### src/rtl/load_store_unit_if.sv
// rtl/load_store_unit_if.sv - execute, data-memory and writeback signal bundle for the LSU.
interface load_store_unit_if #(
  parameter int XLEN = 32,
  parameter int RD_W = 5
);
  logic            in_valid;
  logic            in_ready;
  logic [2:0]      load_type;
  logic [1:0]      store_type;
  logic [XLEN-1:0] addr;
  logic [XLEN-1:0] store_data;
  logic [RD_W-1:0] rd;

  logic            mem_req;
  logic            mem_we;
  logic [XLEN-1:0] mem_addr;
  logic [3:0]      mem_wstrb;
  logic [XLEN-1:0] mem_wdata;
  logic            mem_gnt;
  logic            mem_rvalid;
  logic [XLEN-1:0] mem_rdata;

  logic            resp_valid;
  logic            resp_ready;
  logic            resp_we;
  logic [RD_W-1:0] resp_rd;
  logic [XLEN-1:0] resp_data;
  logic            resp_misalign;
  logic            resp_illegal;

  modport slave (
    input  in_valid, load_type, store_type, addr, store_data, rd,
    input  mem_gnt, mem_rvalid, mem_rdata, resp_ready,
    output in_ready, mem_req, mem_we, mem_addr, mem_wstrb, mem_wdata,
    output resp_valid, resp_we, resp_rd, resp_data, resp_misalign, resp_illegal
  );

  modport master (
    output in_valid, load_type, store_type, addr, store_data, rd,
    output mem_gnt, mem_rvalid, mem_rdata, resp_ready,
    input  in_ready, mem_req, mem_we, mem_addr, mem_wstrb, mem_wdata,
    input  resp_valid, resp_we, resp_rd, resp_data, resp_misalign, resp_illegal
  );
endinterface

### src/rtl/load_store_unit.sv
// rtl/load_store_unit.sv - single-outstanding blocking load/store unit with strobes and load extension.
module load_store_unit #(
  parameter int XLEN = 32,
  parameter int RD_W = 5
) (
  input logic               i_clk,
  input logic               i_rst_n,
  load_store_unit_if.slave  io_bus
);
  localparam logic [1:0] S_IDLE = 2'd0;
  localparam logic [1:0] S_REQ  = 2'd1;
  localparam logic [1:0] S_WAIT = 2'd2;
  localparam logic [1:0] S_RESP = 2'd3;

  logic [1:0]      r_state;
  logic [2:0]      r_ld;
  logic [1:0]      r_lane;
  logic            r_mem_we;
  logic [XLEN-1:0] r_mem_addr;
  logic [3:0]      r_mem_wstrb;
  logic [XLEN-1:0] r_mem_wdata;
  logic            r_resp_we;
  logic [RD_W-1:0] r_resp_rd;
  logic [XLEN-1:0] r_resp_data;
  logic            r_resp_misalign;
  logic            r_resp_illegal;

  logic [2:0]      w_ld;
  logic [1:0]      w_st;
  logic            w_illegal;
  logic            w_half;
  logic            w_word;
  logic            w_misalign;
  logic [3:0]      w_strb;
  logic [XLEN-1:0] w_wdata;
  logic [7:0]      w_byte;
  logic [15:0]     w_hword;
  logic [XLEN-1:0] w_load;

  assign w_ld = io_bus.load_type;
  assign w_st = io_bus.store_type;

  // Illegal encodings take priority, so misalignment is only flagged on a legal op.
  assign w_illegal  = ((w_ld == 3'd0) && (w_st == 2'd0)) ||
                      ((w_ld != 3'd0) && (w_st != 2'd0)) ||
                      (w_ld > 3'd5);
  assign w_half     = (w_ld == 3'd3) || (w_ld == 3'd4) || (w_st == 2'd2);
  assign w_word     = (w_ld == 3'd5) || (w_st == 2'd3);
  assign w_misalign = !w_illegal && ((w_half && io_bus.addr[0]) ||
                                     (w_word && (io_bus.addr[1:0] != 2'b00)));

  always_comb begin
    w_strb  = 4'b0000;
    w_wdata = io_bus.store_data;
    case (w_st)
      2'd1: begin
        w_strb  = 4'b0001 << io_bus.addr[1:0];
        w_wdata = {4{io_bus.store_data[7:0]}};
      end
      2'd2: begin
        w_strb  = 4'b0011 << io_bus.addr[1:0];
        w_wdata = {2{io_bus.store_data[15:0]}};
      end
      2'd3:    w_strb = 4'b1111;
      default: w_strb = 4'b0000;
    endcase
  end

  assign w_byte  = io_bus.mem_rdata[{r_lane, 3'b000} +: 8];
  assign w_hword = io_bus.mem_rdata[{r_lane[1], 4'b0000} +: 16];

  always_comb begin
    w_load = io_bus.mem_rdata;
    case (r_ld)
      3'd1:    w_load = {{(XLEN-8){w_byte[7]}}, w_byte};
      3'd2:    w_load = {{(XLEN-8){1'b0}}, w_byte};
      3'd3:    w_load = {{(XLEN-16){w_hword[15]}}, w_hword};
      3'd4:    w_load = {{(XLEN-16){1'b0}}, w_hword};
      default: w_load = io_bus.mem_rdata;
    endcase
  end

  always_ff @(posedge i_clk or negedge i_rst_n) begin
    if (!i_rst_n) begin
      r_state         <= S_IDLE;
      r_ld            <= 3'd0;
      r_lane          <= 2'd0;
      r_mem_we        <= 1'b0;
      r_mem_addr      <= '0;
      r_mem_wstrb     <= 4'b0000;
      r_mem_wdata     <= '0;
      r_resp_we       <= 1'b0;
      r_resp_rd       <= '0;
      r_resp_data     <= '0;
      r_resp_misalign <= 1'b0;
      r_resp_illegal  <= 1'b0;
    end else begin
      case (r_state)
        S_IDLE: begin
          if (io_bus.in_valid) begin
            r_ld            <= w_ld;
            r_lane          <= io_bus.addr[1:0];
            r_resp_rd       <= io_bus.rd;
            r_resp_misalign <= w_misalign;
            r_resp_illegal  <= w_illegal;
            r_resp_we       <= 1'b0;
            r_resp_data     <= '0;
            if (w_illegal || w_misalign) begin
              r_state <= S_RESP;
            end else begin
              r_state     <= S_REQ;
              r_mem_addr  <= {io_bus.addr[XLEN-1:2], 2'b00};
              r_mem_we    <= (w_st != 2'd0);
              r_mem_wstrb <= w_strb;
              r_mem_wdata <= w_wdata;
            end
          end
        end
        S_REQ: begin
          if (io_bus.mem_gnt) r_state <= r_mem_we ? S_RESP : S_WAIT;
        end
        S_WAIT: begin
          if (io_bus.mem_rvalid) begin
            r_resp_data <= w_load;
            r_resp_we   <= 1'b1;
            r_state     <= S_RESP;
          end
        end
        default: begin
          if (io_bus.resp_ready) r_state <= S_IDLE;
        end
      endcase
    end
  end

  assign io_bus.in_ready      = (r_state == S_IDLE);
  assign io_bus.mem_req       = (r_state == S_REQ);
  assign io_bus.mem_we        = r_mem_we;
  assign io_bus.mem_addr      = r_mem_addr;
  assign io_bus.mem_wstrb     = r_mem_wstrb;
  assign io_bus.mem_wdata     = r_mem_wdata;
  assign io_bus.resp_valid    = (r_state == S_RESP);
  assign io_bus.resp_we       = r_resp_we;
  assign io_bus.resp_rd       = r_resp_rd;
  assign io_bus.resp_data     = r_resp_data;
  assign io_bus.resp_misalign = r_resp_misalign;
  assign io_bus.resp_illegal  = r_resp_illegal;
endmodule

### src/flat_wrapper.sv
// flat-port wrapper written by rule: the top's interface ports become plain ports
module load_store_unit_flat 
#(
  parameter int XLEN = 32,
  parameter int RD_W = 5
)
  (i_clk, i_rst_n, io_bus_in_valid, io_bus_load_type, io_bus_store_type, io_bus_addr, io_bus_store_data, io_bus_rd, io_bus_mem_gnt, io_bus_mem_rvalid, io_bus_mem_rdata, io_bus_resp_ready, io_bus_in_ready, io_bus_mem_req, io_bus_mem_we, io_bus_mem_addr, io_bus_mem_wstrb, io_bus_mem_wdata, io_bus_resp_valid, io_bus_resp_we, io_bus_resp_rd, io_bus_resp_data, io_bus_resp_misalign, io_bus_resp_illegal);
  load_store_unit_if #(.XLEN(XLEN), .RD_W(RD_W)) io_bus_i ();
  input logic i_clk;
  input logic i_rst_n;
  input wire logic [$bits(io_bus_i.in_valid)-1:0] io_bus_in_valid;
  input wire logic [$bits(io_bus_i.load_type)-1:0] io_bus_load_type;
  input wire logic [$bits(io_bus_i.store_type)-1:0] io_bus_store_type;
  input wire logic [$bits(io_bus_i.addr)-1:0] io_bus_addr;
  input wire logic [$bits(io_bus_i.store_data)-1:0] io_bus_store_data;
  input wire logic [$bits(io_bus_i.rd)-1:0] io_bus_rd;
  input wire logic [$bits(io_bus_i.mem_gnt)-1:0] io_bus_mem_gnt;
  input wire logic [$bits(io_bus_i.mem_rvalid)-1:0] io_bus_mem_rvalid;
  input wire logic [$bits(io_bus_i.mem_rdata)-1:0] io_bus_mem_rdata;
  input wire logic [$bits(io_bus_i.resp_ready)-1:0] io_bus_resp_ready;
  output wire logic [$bits(io_bus_i.in_ready)-1:0] io_bus_in_ready;
  output wire logic [$bits(io_bus_i.mem_req)-1:0] io_bus_mem_req;
  output wire logic [$bits(io_bus_i.mem_we)-1:0] io_bus_mem_we;
  output wire logic [$bits(io_bus_i.mem_addr)-1:0] io_bus_mem_addr;
  output wire logic [$bits(io_bus_i.mem_wstrb)-1:0] io_bus_mem_wstrb;
  output wire logic [$bits(io_bus_i.mem_wdata)-1:0] io_bus_mem_wdata;
  output wire logic [$bits(io_bus_i.resp_valid)-1:0] io_bus_resp_valid;
  output wire logic [$bits(io_bus_i.resp_we)-1:0] io_bus_resp_we;
  output wire logic [$bits(io_bus_i.resp_rd)-1:0] io_bus_resp_rd;
  output wire logic [$bits(io_bus_i.resp_data)-1:0] io_bus_resp_data;
  output wire logic [$bits(io_bus_i.resp_misalign)-1:0] io_bus_resp_misalign;
  output wire logic [$bits(io_bus_i.resp_illegal)-1:0] io_bus_resp_illegal;
  assign io_bus_i.in_valid = io_bus_in_valid;
  assign io_bus_i.load_type = io_bus_load_type;
  assign io_bus_i.store_type = io_bus_store_type;
  assign io_bus_i.addr = io_bus_addr;
  assign io_bus_i.store_data = io_bus_store_data;
  assign io_bus_i.rd = io_bus_rd;
  assign io_bus_i.mem_gnt = io_bus_mem_gnt;
  assign io_bus_i.mem_rvalid = io_bus_mem_rvalid;
  assign io_bus_i.mem_rdata = io_bus_mem_rdata;
  assign io_bus_i.resp_ready = io_bus_resp_ready;
  assign io_bus_in_ready = io_bus_i.in_ready;
  assign io_bus_mem_req = io_bus_i.mem_req;
  assign io_bus_mem_we = io_bus_i.mem_we;
  assign io_bus_mem_addr = io_bus_i.mem_addr;
  assign io_bus_mem_wstrb = io_bus_i.mem_wstrb;
  assign io_bus_mem_wdata = io_bus_i.mem_wdata;
  assign io_bus_resp_valid = io_bus_i.resp_valid;
  assign io_bus_resp_we = io_bus_i.resp_we;
  assign io_bus_resp_rd = io_bus_i.resp_rd;
  assign io_bus_resp_data = io_bus_i.resp_data;
  assign io_bus_resp_misalign = io_bus_i.resp_misalign;
  assign io_bus_resp_illegal = io_bus_i.resp_illegal;
  load_store_unit #(.XLEN(XLEN), .RD_W(RD_W)) u_core (.i_clk(i_clk), .i_rst_n(i_rst_n), .io_bus(io_bus_i));
endmodule
### config.mk
export PLATFORM = sky130hd
export DESIGN_NAME = load_store_unit_flat
export DESIGN_NICKNAME = d
export VERILOG_FILES = /design/src/rtl/load_store_unit_if.sv /design/src/rtl/load_store_unit.sv /design/src/flat_wrapper.sv
export SDC_FILE = /design/constraint.sdc
export NUM_CORES = 1
export LEC_CHECK = 0
export ABC_AREA = 1
export CAP_MARGIN = 20
export CORE_ASPECT_RATIO = 1.75
export CORE_UTILIZATION = 45
export CTS_CLUSTER_SIZE = 8
export DETAILED_ROUTE_END_ITERATION = 8
export PLACE_DENSITY = 0.82
export SYNTH_ARGS = -nofsm -noshare
export SYNTH_HDL_FRONTEND = slang
export SYNTH_SLANG_ARGS = --single-unit
export TNS_END_PERCENT = 30
### constraint.sdc
create_clock -name i_clk -period 2.3 [get_ports i_clk]
set_input_delay 0.46 -clock i_clk [delete_from_list [all_inputs] [get_ports i_clk]]
set_output_delay 0.46 -clock i_clk [all_outputs]
set_load 0.03 [all_outputs]
==> impl_metrics.py, run 1 <==
metrics = {
    "outcome": {
        "status": "finished clean",
    },
    "routing": {
        "wl_met3_mm": 1.307,
        "post_drt_via_cell_ratio": 4.930,
        "route.final.wire_length_mm": 17.42,
        "drt_pass1_iterations": 5,
        "post_route_antenna_net_violation_count": 0,
        "routedWlPerCell_um": 14.74,
        "met2_wirelength_mm": 9.254,
        "wl_met1_mm": 6.061,
        "drt_iter0_markers": 323,
        "remaining_drc_errors": 0,
        "route.vias.total": 5827,
        "uppermost_signal_routing_layer_after_detailed_routing": "met4",
    },
    "yosys": {
        "yosys.cell_types.count": 30,
        "synth_top_cell_area_share_pct": 48.43,
        "register_area_share_after_synthesis_pct": 48.43,
        "cell_area_after_synthesis_um2": 5891,
        "synth.largest_area_cell": "sky130_fd_sc_hd__dfrtp_1",
        "postSynthCellCount": 779,
        "number_of_warnings_printed_during_yosys_synthesis": 0,
        "syn_area_per_cell_um2": 7.562,
        "yosys_register_bits": 114,
        "yosys-top-cells-area": "sky130_fd_sc_hd__dfrtp_1, sky130_fd_sc_hd__nand2_1, sky130_fd_sc_hd__o21ai_0",
    },
    "pwr": {
        "power.clock.fraction_pct": 19.8,
        "switching_share_pct": 45.41,
        "peak_supply_drop_v": 0.0009054,
        "total_power_w": 0.01285,
        "pwr-share-comb_pct": 53.6,
        "share_seq_of_total_power_pct": 26.6,
        "leakage_nw": 4.354,
        "p_sw_w": 0.005833,
        "intPower_w": 0.007013,
        "powerDensity_nw_per_um2": 1447,
    },
    "sta": {
        "worst_hold_slack_ns": 0.04013,
        "timing.final.hold_violations": 0,
        "fmax_ghz": 0.4689,
        "finalClockSkew_ns": 0.008598,
        "final.min_clock_period_ns": 2.133,
        "timing_worst_slew_pin_value_ns": 0.5674,
        "fin_crit_sh_pct": 92.73,
        "rsz0062_at_grt": "no",
        "worst_slew_margin_rel_pct": 62.17,
        "setup_viol": 0,
        "slew_viol_final": 0,
    },
    "critical_path": {
        "r2r_end": "u_core.io_bus.resp_data[27]$_DFFE_PN0P_",
        "worst_path_dominant_cell_family": "buffers and inverters",
        "worstSetupPathType": "reg2out",
        "cp_slowest_stage_delay_ns": 0.68,
        "worstSetupPathDepth": 2,
        "critical-path-slowest-cell": "sky130_fd_sc_hd__clkdlybuf4s50_1",
        "path_buf_inv": 1,
        "ff2ff_path_depth": 8,
        "cp.arrival_ns": 1.67,
        "category_of_the_worst_setup_path_launch_point": "flop",
        "critical_path.endpoint_type": "primary output",
        "worstPathMaxFanout": 4,
        "worst-endpoint-required_ns": 1.84,
        "path_cells": "ha_1 -> clkdlybuf4s50_1",
        "critical_register_to_register_path_startpoint": "u_core.r_ld[2]$_DFFE_PN0P_",
        "timing.reg2reg.setup_slack_ns": 0.41,
    },
    "grt": {
        "grtUsageTotal_pct": 26.55,
        "antenna_found_initial": 0,
        "maximum_number_of_pins_on_one_net_before_global_route_repair": 49,
        "number_of_global_route_vias_before_repair": 5829,
        "grt_first_pass_wirelength_mm": 27.49,
        "global_route.overflow_total": 0,
    },
    "die": {
        "rows": 55,
        "floorplan.die_area_um2": 13570,
        "height_of_the_die_um": 153.4,
        "die_x_um": 88.49,
        "io-pin-count": 224,
        "coreArea_um2": 12870,
        "floorplan.initialDensity_pct": 45.78,
    },
    "cts": {
        "path_clk_slew_ns": 0.06,
        "cts_tree": "done",
        "clock_tree.root_cell": "sky130_fd_sc_hd__clkbuf_16",
        "clock_latency_ns": 0.40,
        "cts_num_sinks": 114,
        "post-cts-setup-buffers": 0,
        "cts-buffers-inserted": 17,
        "ctsHtreeMaxLevel": 4,
        "postCtsHoldBufs": 0,
        "cts_max_path_buffers": 2,
    },
    "layout": {
        "n_fill_cell": 1067,
        "areaGrowthSynthToFinish_pct": 50.74,
        "num_antenna_cells": 0,
        "drive_above_1_share_pct": 7.517,
        "ff_latch_area_um2": 2853,
        "multiInputGateArea_um2": 2574,
        "finish.net_count": 1119,
    },
    "run": {
        "max-cap-violations": 0,
    },
    "worst_hold_path": {
        "hold_class": "in2async",
    },
    "placed_design": {
        "detailed_place_hpwl_mm": 12.77,
        "gp_congestion": 0.8570,
        "port_buffers": 221,
    },
}
-- through the flow --
stage | util [%] | instances | setup slack (ns) | cell area, µm² | setup TNS, ns
floorplan | - | 780 | 0.3540 | 5894 | 0
global placement | 64.53 | 1150 | 0.06205 | 8304 | 0
detailed placement | 64.53 | 1150 | -0.04694 | 8304 | -0.1016
CTS | 68.98 | 1182 | 0.01341 | 8877 | 0
global route | 69.00 | 1182 | 0.08815 | 8880 | 0
finish | 69.00 | 1182 | 0.1673 | 8880 | 0
-- metal layers --
metal | track usage, % | vias up
met3 | 7.019 | 55
met4 | 15.28 | 0
met1 | 26.64 | 2624
met2 | 47.55 | 269
met5 | 0 | -
li1 | - | 2879
-- synth_stat cells, drive strengths merged --
| master | count |
|---|---|
| conb | 1 |
| inv | 59 |
| mux2i | 8 |
| clkbuf | 22 |
| o22ai | 1 |
| o21a | 1 |
| nand3 | 23 |
| o211ai | 3 |
| dfrtp | 114 |
| o21ai | 78 |
| nand2 | 318 |
| or2 | 1 |
| nor2 | 58 |
| nand4 | 1 |
| a21oi | 61 |
| ha | 9 |
| buf | 21 |
-- area by class of cell --
cell class / instances / share of cell area (%)
well taps: 171 / 2.409
clock buffers: 17 / 4.791
multi-input cells: 564 / 28.98
clock inverters: 15 / 1.677
repair buffers: 242 / 27.52
inverters: 59 / 2.494
flip-flops and latches: 114 / 32.13
-- power by group through the flow --
stage               Sequential (W)  Clock (W)  Combinational (W)
global route               0.00353    0.00267            0.00745
finish                     0.00342    0.00254            0.00688
global placement           0.00341          0            0.00678
floorplan                  0.00500          0            0.00266
detailed placement         0.00343          0            0.00689
CTS                        0.00342    0.00258            0.00692
-- layout by cell type, fill, tap and decap left out, types with 3 or more instances in the layout --
| master | n |
|---|---|
| sky130_fd_sc_hd__a21oi_2 | 10 |
| sky130_fd_sc_hd__buf_4 | 16 |
| sky130_fd_sc_hd__nand3_1 | 22 |
| sky130_fd_sc_hd__ha_1 | 9 |
| sky130_fd_sc_hd__buf_12 | 6 |
| sky130_fd_sc_hd__a21oi_1 | 51 |
| sky130_fd_sc_hd__clkdlybuf4s50_1 | 218 |
| sky130_fd_sc_hd__inv_8 | 3 |
| sky130_fd_sc_hd__nand2_1 | 314 |
| sky130_fd_sc_hd__mux2i_1 | 8 |
| sky130_fd_sc_hd__dfrtp_1 | 114 |
| sky130_fd_sc_hd__clkinvlp_4 | 3 |
| sky130_fd_sc_hd__o21ai_0 | 76 |
| sky130_fd_sc_hd__nor2_1 | 56 |
| sky130_fd_sc_hd__clkbuf_16 | 17 |
| sky130_fd_sc_hd__inv_6 | 4 |
| sky130_fd_sc_hd__inv_1 | 57 |
-- worst max-delay path by stage --
stage                                       start                                 endpoint  slack, ns
global route        u_core.r_state[0]$_DFFE_PN0P_                        io_bus_resp_valid       0.09
finish              u_core.r_state[0]$_DFFE_PN0P_                        io_bus_resp_valid       0.17
detailed placement           io_bus_store_type[0]   u_core.io_bus.mem_addr[20]$_DFFE_PN0P_      -0.05
CTS                 u_core.r_state[1]$_DFFE_PN0P_                           io_bus_mem_req       0.01
global placement             io_bus_store_type[0]  u_core.io_bus.mem_wdata[12]$_DFFE_PN0P_       0.06
floorplan           u_core.r_state[0]$_DFFE_PN0P_  u_core.io_bus.mem_wdata[25]$_DFFE_PN0P_       0.35
-- state kept, by name, indices dropped and copies added (netlist names) --
signal / cells
u_core.io_bus.mem_wstrb: 4
u_core.r_state: 2
u_core.io_bus.resp_misalign: 1
u_core.io_bus.resp_illegal: 1
u_core.io_bus.mem_we: 1
u_core.io_bus.mem_wdata: 32
u_core.io_bus.resp_data: 32
u_core.r_lane: 2
u_core.r_ld: 3
u_core.io_bus.mem_addr: 30
u_core.io_bus.resp_we: 1
u_core.io_bus.resp_rd: 5
-- cells by family (layout without fill, tap and decap cells) --
kind of cell	count (synthesis)	count (layout)	synth area share, %
muxes	8	8	1.359
DFF	114	114	48.43
buffers and inverters	102	333	7.944
AOI/OAI and AO/OA	144	144	13.21
other	1	2	0.06366
adders and majority gates	9	9	1.912
and+or+nand+nor	401	401	27.08
-- what timing repair did --
action / 4_1_cts / 5_1_grt
endpoints found under the hold margin: 0 / 0
gates resized for setup: 1 / 1
pin swaps: 0 / 0
endpoints found under the setup margin: 1 / 1
Note: power is estimated with default switching activity, not from simulation.
==> inputs of run 2 (changes only) <==
--- a/config.mk
+++ b/config.mk
@@ -11,7 +11,7 @@
 export CORE_UTILIZATION = 45
 export CTS_CLUSTER_SIZE = 8
 export DETAILED_ROUTE_END_ITERATION = 8
-export PLACE_DENSITY = 0.82
+export PLACE_DENSITY_LB_ADDON = 0.25
 export SYNTH_ARGS = -nofsm -noshare
 export SYNTH_HDL_FRONTEND = slang
 export SYNTH_SLANG_ARGS = --single-unit
==> impl_metrics.py, run 2 (same netlist as run 1, synthesis figures left out) <==
metrics = {
    "outcome": {
        "status": "finished clean",
    },
    "routing": {
        "post_route_antenna_net_violation_count": 0,
        "drt_pass1_iterations": 6,
        "remaining_drc_errors": 0,
        "drt_iter0_markers": 277,
        "route.final.wire_length_mm": 17.21,
        "route.vias.total": 5784,
        "post_drt_via_cell_ratio": 4.918,
        "routedWlPerCell_um": 14.63,
    },
    "placed_design": {
        "gp_congestion": 0.9314,
        "post-place-ws_ns": -0.06648,
        "placed_cells_incl_taps": 1145,
        "detailed_place_hpwl_mm": 12.39,
        "port_buffers": 221,
    },
    "layout": {
        "num_antenna_cells": 0,
        "finish.net_count": 1114,
        "layout.cells.most_common": "sky130_fd_sc_hd__nand2_1",
        "ff_latch_area_um2": 2853,
        "drive_above_1_share_pct": 6.965,
        "n_fill_cell": 1088,
        "final_cell_count_no_fill": 1176,
        "areaGrowthSynthToFinish_pct": 50.85,
        "layout.cells.most_common_list": "sky130_fd_sc_hd__nand2_1, sky130_fd_sc_hd__clkdlybuf4s50_1, sky130_fd_sc_hd__dfrtp_1",
        "multiInputGateArea_um2": 2574,
    },
    "die": {
        "io-pin-count": 224,
        "floorplan.die_area_um2": 13570,
        "coreArea_um2": 12870,
        "die_x_um": 88.49,
        "floorplan.initialDensity_pct": 45.78,
        "rows": 55,
        "height_of_the_die_um": 153.4,
    },
    "critical_path": {
        "worst-endpoint-required_ns": 1.84,
        "cp.arrival_ns": 1.66,
        "timing.reg2reg.setup_slack_ns": 0.37,
        "worstPathMaxFanout": 4,
        "critical_register_to_register_path_startpoint": "u_core.r_ld[0]$_DFFE_PN0P_",
        "r2r_end": "u_core.io_bus.resp_data[16]$_DFFE_PN0P_",
        "ff2ff_path_depth": 8,
        "category_of_the_worst_setup_path_launch_point": "flop",
        "worstSetupPathType": "reg2out",
        "critical_path.endpoint_type": "primary output",
    },
    "grt": {
        "grt_first_pass_wirelength_mm": 27.47,
        "global_route.overflow_total": 0,
        "antenna_found_initial": 0,
        "maximum_number_of_pins_on_one_net_before_global_route_repair": 55,
        "number_of_global_route_vias_before_repair": 5640,
        "grtUsageTotal_pct": 26.42,
    },
    "cts": {
        "cts_num_sinks": 114,
        "postCtsHoldBufs": 0,
        "cts_max_path_buffers": 2,
        "cts-resized-gates": 1,
        "ctsHtreeMaxLevel": 4,
        "post-cts-setup-buffers": 0,
        "clock_latency_ns": 0.40,
        "cts-buffers-inserted": 17,
        "clock_tree.root_cell": "sky130_fd_sc_hd__clkbuf_16",
        "path_clk_slew_ns": 0.05,
        "cts_tree": "done",
    },
    "sta": {
        "fin_ws_ns": 0.1755,
        "setup_viol": 0,
        "slew_viol_final": 0,
        "fmax_ghz": 0.4707,
        "timing.final.hold_violations": 0,
        "rsz0062_at_grt": "no",
        "timing_worst_slew_pin_value_ns": 0.5059,
        "worst_slew_margin_rel_pct": 66.17,
        "fin_crit_sh_pct": 92.37,
        "final.min_clock_period_ns": 2.124,
        "finalClockSkew_ns": 0.01188,
        "worst_hold_slack_ns": 0.02947,
    },
    "run": {
        "max-cap-violations": 0,
    },
    "pwr": {
        "intPower_w": 0.007190,
        "switching_share_pct": 44.43,
        "p_sw_w": 0.005750,
        "powerDensity_nw_per_um2": 1456,
        "power.clock.fraction_pct": 20.9,
        "total_power_w": 0.01294,
        "peak_supply_drop_v": 0.0007633,
        "leakage_nw": 4.342,
        "pwr-share-comb_pct": 52.7,
        "share_seq_of_total_power_pct": 26.4,
    },
    "worst_hold_path": {
        "hold_class": "in2async",
    },
}
run 2: worst max-delay path, cell delays in order (launching register included):
cell and delay [ns]:
sky130_fd_sc_hd__dfrtp_1 0.40, sky130_fd_sc_hd__ha_1 0.19, sky130_fd_sc_hd__clkdlybuf4s50_1 0.68
run 2: per-layer routing:
layer,global-route usage [%],up-vias,part of all wire (%)
met1,27.94,2635,36
met2,47.62,232,54
met5,0,-,0
li1,-,2873,-
met4,11.75,0,3.8
met3,6.749,44,6.2
run 2: area by class of cell:
cell class	instances	area share, %
sequential	114	32.10
multi-input combinational	564	28.96
timing repair buffer	237	27.22
clock buffer	17	4.787
inverter	59	2.492
tap	171	2.408
clock inverter	14	2.028
run 2: metrics by stage:
stage / setup TNS, ns / instance area [µm²] / utilization, %
after floorplan: 0 / 5894 / -
after global placement: 0 / 8279 / 64.34
after detailed placement: -0.9249 / 8279 / 64.34
after CTS: 0 / 8884 / 69.03
after global routing: 0 / 8886 / 69.05
final: 0 / 8886 / 69.05
run 2: power groups by stage:
| stage | registers, W | clock network [W] | logic (W) |
|---|---|---|---|
| final | 0.00342 | 0.00270 | 0.00682 |
| after global routing | 0.00353 | 0.00284 | 0.00739 |
| after CTS | 0.00342 | 0.00275 | 0.00685 |
| after detailed placement | 0.00343 | 0 | 0.00682 |
| after global placement | 0.00342 | 0 | 0.00673 |
| after floorplan | 0.00500 | 0 | 0.00266 |
run 2: worst max-delay path by stage:
stage,startpoint,to,slack (ns),cells after the start
after CTS,u_core.r_state[1]$_DFFE_PN0P_,io_bus_mem_req,0.04,3
after floorplan,u_core.r_state[0]$_DFFE_PN0P_,u_core.io_bus.mem_wdata[25]$_DFFE_PN0P_,0.35,9
after detailed placement,io_bus_store_type[0],u_core.io_bus.mem_wdata[25]$_DFFE_PN0P_,-0.07,11
after global placement,io_bus_store_type[0],u_core.io_bus.mem_wdata[19]$_DFFE_PN0P_,0.04,11
after global routing,u_core.r_state[0]$_DFFE_PN0P_,io_bus_resp_valid,0.09,2
final,u_core.r_state[0]$_DFFE_PN0P_,io_bus_resp_valid,0.18,2
